<file path="src/rtl/sysid_boot_checker_gap_timer.sv">
// Loadable down-counter timing the idle gap between failed check attempts.
module sysid_boot_checker_gap_timer #(
  parameter int unsigned LOAD_VAL = 15,
  localparam int unsigned CNT_W = (LOAD_VAL > 0) ? $clog2(LOAD_VAL + 1) : 1
) (
  input  logic clk_i,
  input  logic rst_i,
  input  logic load_i,
  input  logic count_i,
  output logic zero_o
);

  logic [CNT_W-1:0] cnt_q;
  logic [CNT_W-1:0] cnt_d;

  always_comb begin
    cnt_d = cnt_q;
    if (load_i) begin
      cnt_d = CNT_W'(LOAD_VAL);
    end else if (count_i && (cnt_q != '0)) begin
      cnt_d = cnt_q - 1'b1;
    end
  end

  always_ff @(posedge clk_i) begin
    if (rst_i) begin
      cnt_q <= '0;
    end else begin
      cnt_q <= cnt_d;
    end
  end

  assign zero_o = (cnt_q == '0);

endmodule

</file>
<file path="config.mk">
export PLATFORM = sky130hd
export DESIGN_NAME = sysid_boot_checker_gap_timer
export DESIGN_NICKNAME = d
export VERILOG_FILES = /design/src/rtl/sysid_boot_checker_gap_timer.sv
export SDC_FILE = /design/constraint.sdc
export NUM_CORES = 1
export LEC_CHECK = 0
export ABC_AREA = 1
export CORE_AREA = 2 2 39 41
export CTS_CLUSTER_DIAMETER = 200
export DETAILED_ROUTE_END_ITERATION = 12
export DIE_AREA = 0 0 41 43
export PLACE_DENSITY_LB_ADDON = 0.12
export SLEW_MARGIN = 30
export SYNTH_ARGS = -nofsm -noshare
export SYNTH_HDL_FRONTEND = slang
export SYNTH_SLANG_ARGS = --single-unit
</file>
<file path="constraint.sdc">
create_clock -name clk_i -period 1.4 [get_ports clk_i]
set_clock_uncertainty 0.15 [all_clocks]
set_input_delay 0.21 -clock clk_i [delete_from_list [all_inputs] [get_ports clk_i]]
set_output_delay 0.21 -clock clk_i [all_outputs]
set_load 0.005 [all_outputs]
</file>
==> metrics.txt, run 1 <==
status=finished clean; Max Fclk=748.5 MHz; Min-Delay Path Class=reg -> reg; endpoints failing setup=0; largest net degree at the start of global routing=6; ranking of synthesized cells by area=dfxtp_1, nand2_1, nand3_1; DP HPWL=roughly 420 µm; R2R Path End=cnt_q[0]$_SDFFE_PP0P_; GRT Util Overall=8.626%; Nets=56; FF-to-FF Start=cnt_q[0]$_SDFFE_PP0P_; crit path from=cnt_q[0]$_SDFFE_PP0P_; Top reg by flops=cnt_q; DRC=0; VDD IR max=0.3280 mV; Synth Net Count=41; clock slew at reported path FFs=0.03 ns; IO Count=5; PortBufs=4; first-pass iteration count of the detailed router=4; RSZ-0062 raised after global routing=false; Post-Route WL=530 µm; Sink Count=4; clk buf depth=2; Yosys top cell by area=dfxtp_1; DR WL/cell=8.154 µm; CP Cell Sequence=inv_2, ha_4, nand3_4, inv_2, buf_2; Max Slew Vio Count=0; WHS Endpoint=cnt_q[0]$_SDFFE_PP0P_; core box area=between 0.001 and 0.0015 mm²; Final Core Density=28.75%; min-delay src=cnt_q[0]$_SDFFE_PP0P_; drt via density=3.877; Final Wtd Congestion=0.7058; CP max stage delay=0.32 ns; Overflow after GRT=0; Die Wd=41 µm; dpl ws=-0.1601 ns; Min-Delay Path Depth=2; Crit-path slowest cell=dfxtp_2; Worst Path Arrival=0.98 ns; Syn-to-layout area delta=52.88%; Num CTS Buffers=3; max_cap viols=0; synth warn=0; first-pass GRT wire length=952 µm; fill count=158; Syn Inst Count=36; Worst-Margin Slew=approximately 0.18 ns; final hold slack=0.3300 ns; Routed Antenna Nets=0; max FFs per register=4; Placed Area=365.4 µm²; leakage power=between 0.15 and 0.2 nW; Unique masters post-synth=14; mux cell area share after synthesis=0%; WP data required=1.04 ns; most frequent CP cell=inv_2; Worst setup EP type=primary output; Clock Latency Late Sink=0.23 ns; number of post-CTS setup repair buffers=0; period utilisation layout=95.43%; layout cell share with drive strength beyond 1=44.90%; Post-Synth Simple-Gate Area=41.83%; endpoints failing hold=0; Final Cell Area=397.9 µm²; Row Count=14; CTS resizes=11; complex-gate fraction of the synthesized area=9.135%; largest family of logic cells by synthesized area=simple AND/OR/NAND/NOR gates; R2R depth=8; antenna violations before repair=0; Hold Buf Count CTS=0; 1st-iter DRT viols=2; syn avg cell area=about 7.2 µm²; total power=0.0004180 W; CP Class=reg -> out; CTS tree=done; CP top delay family=flip-flops; Max-slew headroom=87.71%; Final min period=between 1 and 1.5 ns; die area=0.001763 mm²; reg-to-reg setup timing slack=0.09 ns; Final WS setup=roughly 0.064 ns; flops & latches, synth=4; Initial Util=around a fifth; WP buf/inv=3; Synth top area share=30.77%; number of global-route vias before repair=between 200 and 300; htree depth=1; cell area after synthesis=260.3 µm²; sequential area share after synthesis=30.77%; Vias=252; biggest regs=cnt_q x4; critical path peak fanout=2; Synth Area in Adders=4.808%; die height=43 µm; Post-Synth XOR/XNOR Area=0%; root buf cell=clkbuf_4; Setup crit start kind=flip-flop; number of diodes=0; Power Dens Cells=between 1000 and 1500 mW/mm²
## metrics by stage
stage                     setup TNS, ns  cells
final                                 0     65
after global routing                  0     65
after floorplan                       0     36
after global placement          -0.1610     62
after CTS                             0     65
after detailed placement        -0.1601     62
## report_power, final
group	internal [W]	total, W	switching (W)
Clock	0.0000954	0.000136	0.0000407
Combinational	0.0000746	0.000146	0.0000715
Sequential	0.000129	0.000136	0.00000705
## worst reg2reg max path: cells and delay by family, from the launching register on
family | cells | cell delay [ns]
compound gates | 2 | 0.17
fa+ha+maj | 1 | 0.14
buf+inv | 2 | 0.22
flops | 1 | 0.31
simple gates | 3 | 0.21
## synthesized netlist by cell type (all sizes together)
master	instances
a21oi	3
dfxtp	4
ha	1
inv	8
nand2	11
nand3	6
nand4	1
nor2	1
o21ai	1
## layer usage
| metal | up-vias | wire length [µm] | global-route usage (%) |
|---|---|---|---|
| met1 | 109 | 230 | 9.936 |
| met2 | 3 | 283 | 11.56 |
| met5 | - | 0 | 0 |
| met3 | 0 | 15 | 1.571 |
| li1 | 140 | - | - |
| met4 | 0 | 0 | 10.00 |
## kinds of logic (layout without fill, tap and decap cells)
family	after synthesis	in the layout
flip-flops	4	4
buffers and inverters	8	21
adder cells (fa/ha/maj)	1	1
AO/OA/AOI/OAI	4	4
AND/OR/NAND/NOR	19	19
## placed cells by master (no fill, tap or decap), drive strengths merged
cell type      instances
nand2                 11
inv                    8
buf                    7
nand3                  6
dfxtp                  4
clkbuf                 3
clkdlybuf4s50          3
a21oi                  3
nor2                   1
nand4                  1
o21ai                  1
ha                     1
## final cells by class
type                       count  area (µm²)  area share, %
clock buffer                   3       22.52          5.660
inverter                       8       35.03          8.805
multi-input combinational     24       157.7          39.62
sequential                     4       82.58          20.75
tap                           16       20.02          5.031
timing repair buffer          10       80.08          20.13
## worst max-delay path by stage
stage,to,slack (ns),depth (start not counted)
global route,zero_o,0.009,5
finish,zero_o,0.06,5
detailed placement,zero_o,-0.16,5
global placement,zero_o,-0.16,5
floorplan,cnt_q[0]$_SDFFE_PP0P_,0.16,7
CTS,zero_o,0.06,5
No activity file was read; power rests on OpenSTA's default activity.
==> inputs of run 2 (changes only) <==
--- a/config.mk
+++ b/config.mk
@@ -6,6 +6,7 @@
 export NUM_CORES = 1
 export LEC_CHECK = 0
 export ABC_AREA = 1
+export CAP_MARGIN = 10
 export CORE_AREA = 2 2 39 41
 export CTS_CLUSTER_DIAMETER = 200
 export DETAILED_ROUTE_END_ITERATION = 12
==> results of run 2 <==
No change in the layout: final DEF, timing and power equal those of run 1.
==> inputs of run 3 (changes only) <==
--- a/config.mk
+++ b/config.mk
@@ -6,9 +6,8 @@
 export NUM_CORES = 1
 export LEC_CHECK = 0
 export ABC_AREA = 1
-export CAP_MARGIN = 10
+export CAP_MARGIN = 20
 export CORE_AREA = 2 2 39 41
-export CTS_CLUSTER_DIAMETER = 200
 export DETAILED_ROUTE_END_ITERATION = 12
 export DIE_AREA = 0 0 41 43
 export PLACE_DENSITY_LB_ADDON = 0.12
==> results of run 3 <==
No change in the layout: final DEF, timing and power equal those of run 1.
